$ cat config.mk
export PLATFORM = sky130hd
export DESIGN_NAME = ddrphy_lane_dly_seq
export DESIGN_NICKNAME = d
export VERILOG_FILES = /design/src/rtl/ddrphy_lane_dly_seq.sv
export SDC_FILE = /design/constraint.sdc
export NUM_CORES = 1
export LEC_CHECK = 0
export BUFFER_PORTS_ARGS = -buffer_cell sky130_fd_sc_hd__buf_2
export CORE_AREA = 2 2 81 83
export DETAILED_ROUTE_END_ITERATION = 8
export DIE_AREA = 0 0 83 85
export PLACE_DENSITY = 0.7
export SLEW_MARGIN = 10
export SYNTH_ARGS = -nofsm -noshare
export SYNTH_HDL_FRONTEND = slang
export SYNTH_SLANG_ARGS = --single-unit
$ cat constraint.sdc
create_clock -name FAB_CLK -period 2.35 [get_ports FAB_CLK]
set_clock_uncertainty 0.15 [all_clocks]
set_input_delay 0.235 -clock FAB_CLK [delete_from_list [all_inputs] [get_ports FAB_CLK]]
set_output_delay 0.235 -clock FAB_CLK [all_outputs]
set_load 0.01 [all_outputs]
$ cat src/rtl/ddrphy_lane_dly_seq.sv
// ddrphy_lane_dly_seq
// Fabric-side sequencer for a DDR4 PHY lane delay-line control interface.
// It takes LOAD/MOVE tap commands from the training engine, wraps every
// pulse train in a clean HS_IO_CLK_PAUSE window, shadows the RX/TX DQS tap
// positions and reports completion and errors. Every output is a register;
// each output flop is loaded from the value it must carry in the state being
// entered, so outputs line up with the state they describe.

module ddrphy_lane_dly_seq #(
   parameter logic [7:0]  RX_INIT_TAP = 8'd1,
   parameter logic [7:0]  TX_INIT_TAP = 8'd1,
   parameter logic [7:0]  TAP_MAX     = 8'd255,
   parameter int unsigned PAUSE_SETUP = 4,
   parameter int unsigned MOVE_GAP    = 3,
   parameter int unsigned PAUSE_HOLD  = 4
) (
   input  logic       FAB_CLK,
   input  logic       RESET,
   input  logic       CMD_VALID,
   output logic       CMD_READY,
   input  logic       CMD_SEL,
   input  logic       CMD_LOAD,
   input  logic       CMD_DIR,
   input  logic [7:0] CMD_COUNT,
   output logic       DELAY_LINE_SEL,
   output logic       DELAY_LINE_DIRECTION,
   output logic       DELAY_LINE_MOVE,
   output logic       DELAY_LINE_LOAD,
   output logic       HS_IO_CLK_PAUSE,
   input  logic       RX_DELAY_LINE_OUT_OF_RANGE,
   input  logic       TX_DELAY_LINE_OUT_OF_RANGE,
   output logic       BUSY,
   output logic       DONE,
   output logic       ERR,
   output logic [7:0] RX_TAP,
   output logic [7:0] TX_TAP
);

   // Phase counters run from 1 up to these terminal values.
   localparam logic [7:0] SETUP_LAST = 8'(PAUSE_SETUP);
   localparam logic [7:0] GAP_LAST   = 8'(MOVE_GAP);
   localparam logic [7:0] HOLD_LAST  = 8'(PAUSE_HOLD);

   typedef enum logic [2:0] {
      S_IDLE,
      S_PRE,
      S_PULSE,
      S_GAP,
      S_POST,
      S_DONE
   } state_t;

   state_t     state_q, state_d;
   logic [7:0] phase_q, phase_d;
   logic [7:0] remCount_q, remCount_d;
   logic       latchSel_q, latchSel_d;
   logic       latchDir_q, latchDir_d;
   logic       latchLoad_q, latchLoad_d;
   logic       err_q, err_d;
   logic       movePulse_q, movePulse_d;
   logic       loadPulse_q, loadPulse_d;
   logic       pause_q, pause_d;
   logic       busy_q, busy_d;
   logic       done_q, done_d;
   logic       ready_q, ready_d;
   logic [7:0] rxTap_q, rxTap_d;
   logic [7:0] txTap_q, txTap_d;

   logic       firePulse;
   logic [7:0] curTap;
   logic       atBound;
   logic       selOutOfRange;

   // Only the delay line chosen by the latched select matters; the other
   // tap and the other out-of-range flag are deliberately ignored.
   assign curTap        = latchSel_q ? txTap_q : rxTap_q;
   assign atBound       = latchDir_q ? (curTap == TAP_MAX) : (curTap == 8'd0);
   assign selOutOfRange = latchSel_q ? TX_DELAY_LINE_OUT_OF_RANGE
                                     : RX_DELAY_LINE_OUT_OF_RANGE;

   // Next-state and next-output logic. A transition into PULSE raises
   // firePulse, and the pulse itself (or the bound-check refusal) is decided
   // once, below the case, so PRE->PULSE and GAP->PULSE share one path.
   always_comb begin
      state_d     = state_q;
      phase_d     = phase_q;
      remCount_d  = remCount_q;
      latchSel_d  = latchSel_q;
      latchDir_d  = latchDir_q;
      latchLoad_d = latchLoad_q;
      err_d       = err_q;
      rxTap_d     = rxTap_q;
      txTap_d     = txTap_q;
      movePulse_d = 1'b0;
      loadPulse_d = 1'b0;
      firePulse   = 1'b0;

      unique case (state_q)
         S_IDLE: begin
            if (CMD_VALID && ready_q) begin
               latchSel_d  = CMD_SEL;
               latchDir_d  = CMD_DIR;
               latchLoad_d = CMD_LOAD;
               remCount_d  = CMD_COUNT;
               err_d       = 1'b0;
               phase_d     = 8'd1;
               if (!CMD_LOAD && (CMD_COUNT == 8'd0)) begin
                  state_d = S_DONE;
               end else begin
                  state_d = S_PRE;
               end
            end
         end

         S_PRE: begin
            if (phase_q == SETUP_LAST) begin
               state_d   = S_PULSE;
               firePulse = 1'b1;
            end else begin
               phase_d = phase_q + 8'd1;
            end
         end

         S_PULSE: begin
            phase_d = 8'd1;
            // A MOVE that was refused at the bound shows no pulse in this
            // cycle; skip the gap and close the pause window straight away.
            if (!latchLoad_q && !movePulse_q) begin
               state_d = S_POST;
            end else begin
               state_d = S_GAP;
            end
         end

         S_GAP: begin
            if (selOutOfRange) begin
               err_d   = 1'b1;
               state_d = S_POST;
               phase_d = 8'd1;
            end else if (phase_q == GAP_LAST) begin
               if (!latchLoad_q && (remCount_q != 8'd0)) begin
                  state_d   = S_PULSE;
                  firePulse = 1'b1;
               end else begin
                  state_d = S_POST;
                  phase_d = 8'd1;
               end
            end else begin
               phase_d = phase_q + 8'd1;
            end
         end

         S_POST: begin
            if (phase_q == HOLD_LAST) begin
               state_d = S_DONE;
            end else begin
               phase_d = phase_q + 8'd1;
            end
         end

         S_DONE: begin
            state_d = S_IDLE;
         end

         default: begin
            state_d = S_IDLE;
         end
      endcase

      if (firePulse) begin
         if (latchLoad_q) begin
            loadPulse_d = 1'b1;
            if (latchSel_q) begin
               txTap_d = TX_INIT_TAP;
            end else begin
               rxTap_d = RX_INIT_TAP;
            end
         end else if (atBound) begin
            err_d = 1'b1;
         end else begin
            movePulse_d = 1'b1;
            remCount_d  = remCount_q - 8'd1;
            if (latchSel_q) begin
               txTap_d = latchDir_q ? (txTap_q + 8'd1) : (txTap_q - 8'd1);
            end else begin
               rxTap_d = latchDir_q ? (rxTap_q + 8'd1) : (rxTap_q - 8'd1);
            end
         end
      end

      pause_d = (state_d == S_PRE) || (state_d == S_PULSE) ||
                (state_d == S_GAP) || (state_d == S_POST);
      busy_d  = (state_d != S_IDLE);
      ready_d = (state_d == S_IDLE);
      done_d  = (state_d == S_DONE);
   end

   // State, datapath and output registers with synchronous reset; reset
   // drops the pause request and restores the init taps on the next edge.
   always_ff @(posedge FAB_CLK) begin
      if (RESET) begin
         state_q     <= S_IDLE;
         phase_q     <= 8'd0;
         remCount_q  <= 8'd0;
         latchSel_q  <= 1'b0;
         latchDir_q  <= 1'b0;
         latchLoad_q <= 1'b0;
         err_q       <= 1'b0;
         movePulse_q <= 1'b0;
         loadPulse_q <= 1'b0;
         pause_q     <= 1'b0;
         busy_q      <= 1'b0;
         done_q      <= 1'b0;
         ready_q     <= 1'b1;
         rxTap_q     <= RX_INIT_TAP;
         txTap_q     <= TX_INIT_TAP;
      end else begin
         state_q     <= state_d;
         phase_q     <= phase_d;
         remCount_q  <= remCount_d;
         latchSel_q  <= latchSel_d;
         latchDir_q  <= latchDir_d;
         latchLoad_q <= latchLoad_d;
         err_q       <= err_d;
         movePulse_q <= movePulse_d;
         loadPulse_q <= loadPulse_d;
         pause_q     <= pause_d;
         busy_q      <= busy_d;
         done_q      <= done_d;
         ready_q     <= ready_d;
         rxTap_q     <= rxTap_d;
         txTap_q     <= txTap_d;
      end
   end

   assign CMD_READY            = ready_q;
   assign DELAY_LINE_SEL       = latchSel_q;
   assign DELAY_LINE_DIRECTION = latchDir_q;
   assign DELAY_LINE_MOVE      = movePulse_q;
   assign DELAY_LINE_LOAD      = loadPulse_q;
   assign HS_IO_CLK_PAUSE      = pause_q;
   assign BUSY                 = busy_q;
   assign DONE                 = done_q;
   assign ERR                  = err_q;
   assign RX_TAP               = rxTap_q;
   assign TX_TAP               = txTap_q;

endmodule

==> results.cfg, run 1 <==
[run_status]
outcome = finished with violations
violations = negative setup slack

[route]
via_per_inst = 5.75
first_iter_violations = 106
finalWirelength_um = 7460
wl_per_cell_um = 14.7
ant_nets = 0
drtPass1Iterations = 4
vias = 2908
route.detailed.drc = 0

[setup_path]
crit_family = compound AO/OA/AOI/OAI gates
path_class = reg -> reg
critPathArrivalTime_ns = 2.40
worstSetupStartpointType = flip-flop
endpoint_kind = flip-flop
path_cells = clkinvlp_4, buf_12, ha_4, a21o_1, a211o_1, a2111oi_4, or3_4, mux2i_1, nand4_1
slowest_stage = dfxtp_4
crit_fanout = 8
worstPathRequired_ns = 2.39
path_buf_inv = 2
max_stage_delay_ns = 0.37

[timing]
finalSetupViolCount = 1
relSlewSlack = 0.664
hold_viol_final = 0
fin_setup_tns_ns = -0.00519
fin_ws_ns = -0.00519
final_max_slew_viol_count = 0
fin_crit_sh = 1.00
rsz0062_at_grt = true
fmax_mhz = 425
worst_slew_pin_slew_ns = 0.504
fin_crit_ns = 2.36

[clocking]
clk-insertion-delay-late_ns = 0.31
cts_tree = yes
clk_path_buf_depth = 2
clockRootBuffer = clkbuf_8
path_clk_slew_ns = 0.09
clock-sinks = 45
numCtsBuffers = 5
cts_hold_buf = 0
cts-htree-levels = 2

[global_routing]
antenna_found_initial = 0
grt-ovfl-total = 0
grt_usage = 0.218
grt_pass1_wl_um = 12800
first_global_vias = 2700
grt_start_max_net_pins = 30

[power_and_ir_drop]
power_density_nw_per_um2 = 471
ir_drop_v = 0.000336
p_total_w = 0.00179
leakagePower_nw = 1.47

[floorplanning]
coreArea_um2 = 6200
dieWidth_um = 83
io_pins = 41
rows = 29
start_util = 0.479
die_h_um = 85
dieArea_um2 = 7060

[final_layout]
areaGrowthSynthToFinish_pct = 27.5
antennaDiodeCount = 0
nets = 461
seqCellArea_um2 = 908
final_cell_mix = dfxtp_1, buf_2, nor2_1
multiInputGateArea_um2 = 2180
filler_cell_count = 514
final_common_cell = dfxtp_1
drive_gt1_frac = 0.291

[yosys]
synth_nets = 399
synth_cell_types = 64
avgSynthCellArea_um2 = 8.13
ys.warnings.count = 0
ys_ff_latch = 45
seq_area_frac_synth = 0.303
postSynth.asyncResetShare = 0
netlist_area_um2 = 2970
synth-edff-count = 0
synthCells = 366
synth_ff_type = dfxtp_1

[min_path]
hold_path.class = in -> reg

[placement]
routabilityCongestion = 0.916
place_hpwl_um = 5380
pre_cts_ws_ns = -0.0221
portBuffers = 40

[flow_run]
max-cap-violations = 0
report_power, final:
part	switching (W)	internal, W
Clock	0.000297	0.000213
Combinational	0.000237	0.000225
Sequential	0.0000286	0.000787
per-layer routing:
layer	track usage	up-vias	share of wire
li1	-	1468	-
met1	0.293	1363	0.48
met2	0.362	70	0.46
met3	0.0350	7	0.048
met4	0.0626	0	0.012
met5	0	-	0
cell type report:
cell class / count / share of cell area
Clock inverter: 3 / 0.00528
Timing Repair Buffer: 72 / 0.122
Multi-Input combinational cell: 290 / 0.574
Clock buffer: 5 / 0.0182
Sequential cell: 45 / 0.240
Tap cell: 77 / 0.0254
Inverter: 14 / 0.0149
final timing paths:
kind	from	endpoint	slack [ns]	cells after the start
worst max-delay path	DELAY_LINE_DIRECTION	TX_TAP[7]	-0.005	9
worst min-delay path	CMD_DIR	DELAY_LINE_DIRECTION	0.03	3
worst max register to register	DELAY_LINE_DIRECTION	TX_TAP[7]	-0.005	9
worst min register to register	phase_q[1]	phase_q[1]	0.34	2
logic make-up after synthesis:
logic type | synth area share
buffers and inverters | 0.0412
muxes | 0.0185
DFF | 0.303
xor gates and xnor gates | 0.0442
AOI/OAI and AO/OA | 0.196
adders and majority gates | 0.0766
and+or+nand+nor | 0.321
worst min-delay path, delay by kind of cell:
| kind | cells | cell delay (ns) |
|---|---|---|
| AOI/OAI and AO/OA | 1 | 0.06 |
| buffers and inverters | 1 | 0.10 |
| and+or+nand+nor | 1 | 0.06 |
Yosys cell counts, drive strengths merged, types with 2 or more instances:
cell | n | area (µm²)
o41ai | 2 | 17.5
or4 | 4 | 30.0
mux2i | 4 | 43.8
nand2b | 10 | 62.6
nor2b | 7 | 43.8
nor3 | 16 | 85.1
o211ai | 5 | 42.5
fa | 2 | 40.0
a21o | 4 | 30.0
or3 | 7 | 43.8
nand2 | 28 | 108
or2 | 2 | 12.5
xnor2 | 10 | 87.6
ha | 15 | 188
xor2 | 5 | 43.8
a22oi | 5 | 37.5
nor4b | 4 | 47.6
a31oi | 5 | 31.3
o21bai | 2 | 15.0
nor2 | 33 | 124
and3 | 4 | 25.0
a21oi | 29 | 145
and2 | 6 | 37.5
dfxtp | 45 | 901
nand3 | 12 | 72.6
nor4 | 9 | 56.3
nand4 | 9 | 62.6
o21ai | 11 | 55.1
nor3b | 6 | 45.0
clkbuf | 14 | 52.6
o31ai | 2 | 28.8
nand3b | 5 | 37.5
a211oi | 2 | 15.0
inv | 14 | 52.6
o21a | 6 | 45.0
a32oi | 3 | 26.3
buf | 3 | 17.5
registers in the layout, indices dropped and copies added, names as in the netlist, 3 cells and up:
register / flops
state_q: 3
TX_TAP: 8
RX_TAP: 8
phase_q: 8
remCount_q: 8
metrics by stage:
step | hold slack, ns | cells | utilization | cell area [µm²]
after floorplan | 0.211 | 366 | - | 3010
after global placement | 0.332 | 494 | 0.555 | 3440
after detailed placement | 0.337 | 494 | 0.555 | 3440
after CTS | 0.0201 | 504 | 0.585 | 3630
after global routing | 0.0298 | 506 | 0.611 | 3790
final | 0.0251 | 506 | 0.611 | 3790
repair_timing:
item / 4_1_cts / 5_1_grt
endpoints found under the setup margin: 6 / 25
setup buffers: 2 / 2
gates resized for setup: 8 / 31
pin swaps: 6 / 8
Note: power is estimated with default switching activity, not from simulation.
==> run 2: changes to the inputs <==
PLACE_DENSITY = 0.67   (was 0.7)
clock period = 2.6 ns   (was 2.35 ns; I/O delays follow)
==> run 2 against run 1 <==
The run now ends clean. Combinational power fell by 26%. Routed wire length decreased by 5.2%. Final cell count shrank 3.4%. Core utilization is 5.9 points lower. Register-to-register slack better by 0.13 ns. Design area is 9.6% lower. Sequential power shrank 9.8%. Die area stayed put. Hold slack better by 0.015 ns. Critical path type unchanged. Highest routed layer unchanged.
==> results.cfg, run 2 (synthesis gave the netlist of run 1 again) <==
[floorplanning]
start_util = 0.479
die_h_um = 85
coreArea_um2 = 6200
dieArea_um2 = 7060
io_pins = 41
rows = 29
dieWidth_um = 83

[placement]
place_hpwl_um = 5150
place_area_um2 = 3320
routabilityCongestion = 0.803
portBuffers = 40

[power_and_ir_drop]
p_total_w = 0.00151
power_density_nw_per_um2 = 440
ir_drop_v = 0.000291
leakagePower_nw = 1.34

[setup_path]
worstSetupStartpointType = flip-flop
reg2regPathDepth = 8
crit_start = DELAY_LINE_DIRECTION
r2r-end = TX_TAP[7]
cp-endpoint = TX_TAP[7]
path_class = reg -> reg
max_stage_delay_ns = 0.36
endpoint_kind = flip-flop
crit_fanout = 7
path_cells = clkinvlp_4, ha_1, a21o_1, a211o_1, a2111oi_1, or3_1, mux2i_1, nand4_1
reg2reg_setup_slack_ns = 0.13
critPathArrivalTime_ns = 2.51
slowest_stage = dfxtp_2
worstPathRequired_ns = 2.64
r2r_start = DELAY_LINE_DIRECTION

[final_layout]
areaGrowthSynthToFinish_pct = 15.2
final_common_cell = dfxtp_1
final_cell_mix = dfxtp_1, buf_2, nor2_1
antennaDiodeCount = 0
drive_gt1_frac = 0.199
final_area_um2 = 3430
filler_cell_count = 609
nets = 444
post-route-util = 0.552

[route]
ant_nets = 0
route.detailed.drc = 0
via_per_inst = 5.73
vias = 2803
drtPass1Iterations = 5
first_iter_violations = 114
finalWirelength_um = 7070
wl_per_cell_um = 14.5

[clocking]
clockRootBuffer = clkbuf_8
clk_path_buf_depth = 2
path_clk_slew_ns = 0.08
clock-sinks = 45
cts_tree = yes
cts_hold_buf = 0
clk-insertion-delay-late_ns = 0.30
cts-htree-levels = 2
numCtsBuffers = 5

[global_routing]
grt_start_max_net_pins = 48
grt-ovfl-total = 0
first_global_vias = 2623
grt_usage = 0.209
grt_pass1_wl_um = 12300
antenna_found_initial = 0

[timing]
fin_crit_ns = 2.47
rsz0062_at_grt = true
worst_slew_pin_slew_ns = 0.813
fin_setup_tns_ns = 0
finalSetupViolCount = 0
whs_ns = 0.0400
hold_viol_final = 0
relSlewSlack = 0.458
final_max_slew_viol_count = 0
fin_crit_sh = 0.951
fmax_mhz = 405

[flow_run]
max-cap-violations = 0

[run_status]
outcome = finished clean

[min_path]
hold_path.class = in -> reg
run 2: changes by cell type in the layout (fill, tap and decap cells not counted), sizes merged:
cell    delta
buf       -17
clkbuf     +1
clkinv     +1
inv        -2
run 2: power breakdown:
| group | switching [W] | total (W) | internal, W |
|---|---|---|---|
| Clock | 0.000242 | 0.000429 | 0.000187 |
| Sequential | 0.0000248 | 0.000735 | 0.000711 |
| Combinational | 0.000193 | 0.000344 | 0.000152 |
run 2: worst max-delay path: cells and delay by family, from the launching register on:
family,cells,cell delay [ns]
flip-flops,1,0.36
buffers and inverters,1,0.16
AND/OR/NAND/NOR,2,0.31
multiplexers,1,0.19
adder cells (fa/ha/maj),1,0.33
AO/OA/AOI/OAI,3,0.85
run 2: how the worst min path moves through the flow:
| stage | depth (start not counted) | endpoint | startpoint | slack, ns |
|---|---|---|---|---|
| global route | 3 | DELAY_LINE_SEL | CMD_SEL | 0.03 |
| floorplan | 2 | DELAY_LINE_DIRECTION | CMD_DIR | 0.24 |
| CTS | 3 | DELAY_LINE_SEL | CMD_SEL | 0.03 |
| detailed placement | 2 | phase_q[1] | phase_q[1] | 0.34 |
| finish | 3 | DELAY_LINE_SEL | CMD_SEL | 0.04 |
| global placement | 2 | phase_q[1] | phase_q[1] | 0.33 |
run 2: area by class of cell:
class | instances | area (µm²) | share of cell area
clock inverter | 2 | 10.0 | 0.00292
multi-input combinational | 290 | 1980 | 0.577
sequential | 45 | 902 | 0.263
inverter | 14 | 56.3 | 0.0164
tap | 77 | 96.3 | 0.0281
clock buffer | 6 | 72.6 | 0.0212
timing repair buffer | 55 | 313 | 0.0913
run 2: stage by stage:
stage | setup slack [ns] | cells
after floorplan | 0.0282 | 366
after global placement | 0.157 | 480
after detailed placement | 0.0908 | 480
after CTS | 0.0660 | 488
after global routing | -0.0102 | 489
final | 0.128 | 489
run 2: per-layer routing:
layer  global-route usage  share of wire
met1                0.290           0.50
met3               0.0370          0.042
met2                0.332           0.44
met4               0.0641          0.013
met5                    0              0
run 2: timing repair:
action | CTS | global route
gates resized for setup | 0 | 4
setup endpoints to repair | 0 | 8
buffers inserted | 0 | 1
==> run 3: changes to the inputs <==
MAX_ROUTING_LAYER = met4   (was unset)
==> run 3 against run 2 <==
Critical path depth is the same. Sequential power about the same. Via count grew 0.39%. Core utilization unchanged. Non-clock buffer count is the same. Maximum frequency grew 0.17%. Largest cell class unchanged.
==> results.cfg, run 3 (synthesis gave the netlist of run 1 again) <==
[floorplanning]
coreArea_um2 = 6200
dieArea_um2 = 7060
rows = 29
start_util = 0.479
io_pins = 41
dieWidth_um = 83
die_h_um = 85

[clocking]
clk_path_buf_depth = 2
clk-insertion-delay-late_ns = 0.30
cts_tree = yes
path_clk_slew_ns = 0.08
cts_hold_buf = 0
cts-htree-levels = 2
clock-sinks = 45
numCtsBuffers = 5
clockRootBuffer = clkbuf_8

[placement]
routabilityCongestion = 0.814
portBuffers = 40
dp.cells = 480
place_hpwl_um = 5150

[route]
finalWirelength_um = 7100
wl_met3_um = 280
met1Wirelength_um = 3600
ant_nets = 0
via_per_inst = 5.75
route.detailed.drc = 0
wl_per_cell_um = 14.5
maxUsedRoutingLayer = met4
vias = 2814
first_iter_violations = 106
drtPass1Iterations = 4
wl_met2_um = 3140

[setup_path]
worstSetupStartpointType = flip-flop
crit_fanout = 7
reg2regPathDepth = 8
path_cells = clkinvlp_4, ha_1, a21o_1, a211o_1, a2111oi_1, or3_1, mux2i_1, nand4_1
worstPathRequired_ns = 2.64
endpoint_kind = flip-flop
max_stage_delay_ns = 0.35
path_class = reg -> reg
slowest_stage = dfxtp_2
critPathArrivalTime_ns = 2.51

[global_routing]
grt_usage = 0.215
grt_pass1_wl_um = 12300
first_global_vias = 2624
grt_start_max_net_pins = 48
antenna_found_initial = 0
grt-ovfl-total = 0

[timing]
rsz0062_at_grt = true
fin_crit_sh = 0.949
relSlewSlack = 0.462
hold_viol_final = 0
finalSetupViolCount = 0
final_max_slew_viol_count = 0
fmax_mhz = 405
worst_slew_pin_slew_ns = 0.807
fin_crit_ns = 2.47

[final_layout]
filler_cell_count = 609
post-route-util = 0.552
antennaDiodeCount = 0
drive_gt1_frac = 0.199
final_common_cell = dfxtp_1
nets = 444
areaGrowthSynthToFinish_pct = 15.2
fin_cells = 489
final_cell_mix = dfxtp_1, buf_2, nor2_1

[min_path]
hold_path_depth = 3
hold_path.class = in -> reg

[power_and_ir_drop]
ir_drop_v = 0.000292
power_density_nw_per_um2 = 441
leakagePower_nw = 1.34

[flow_run]
max-cap-violations = 0

[run_status]
outcome = finished clean
[run 3: cell counts in the layout (fill, tap and decap cells not counted)]
Identical to the previous run, type by type.
[run 3: timing repair]
item	in CTS	in global routing
setup endpoints to repair	0	8
endpoints found under the hold margin	0	0
resized for setup	0	4
buffers inserted	0	1
[run 3: report_power, final]
part	switching, W	internal, W	total, W
Combinational	0.000193	0.000152	0.000345
Clock	0.000244	0.000187	0.000430
Sequential	0.0000244	0.000711	0.000735
[run 3: path summary, 6_finish.rpt]
| check | startpoint | to | slack (ns) |
|---|---|---|---|
| hold reg to reg | phase_q[1] | phase_q[1] | 0.35 |
| setup reg to reg | DELAY_LINE_DIRECTION | TX_TAP[7] | 0.13 |
| setup / recovery | DELAY_LINE_DIRECTION | TX_TAP[7] | 0.13 |
| hold / removal | CMD_SEL | DELAY_LINE_SEL | 0.04 |
[run 3: area by class of cell]
cell class	instances	area (µm²)	share of cell area
Multi-Input combinational cell	290	1980	0.577
Sequential cell	45	902	0.263
Timing Repair Buffer	55	313	0.0913
Tap cell	77	96.3	0.0281
Clock buffer	6	72.6	0.0212
Inverter	14	56.3	0.0164
Clock inverter	2	10.0	0.00292
[run 3: worst max-delay path: cells and delay by family, from the launching register on]
kind / cells / cell delay, ns
AO/OA/AOI/OAI: 3 / 0.85
adder cells (fa/ha/maj): 1 / 0.33
buffers and inverters: 1 / 0.16
flip-flops: 1 / 0.35
multiplexers: 1 / 0.19
AND/OR/NAND/NOR: 2 / 0.31
[run 3: metal layers]
layer,track usage,up-vias
met5,-,-
met4,0.0641,0
met1,0.290,1309
met2,0.332,62
met3,0.0370,10
li1,-,1433
[run 3: per-stage QoR]
step                      hold slack (ns)  instance area, µm²  power [W]  setup TNS [ns]  worst slack, ns
after floorplan                     0.238                2990    0.00101               0           0.0282
after global placement              0.334                3320    0.00109               0            0.157
after detailed placement            0.343                3320    0.00109               0           0.0908
after CTS                          0.0330                3400    0.00152               0           0.0660
after global routing               0.0350                3430    0.00161         -0.0102          -0.0102
final                              0.0395                3430    0.00151               0            0.133
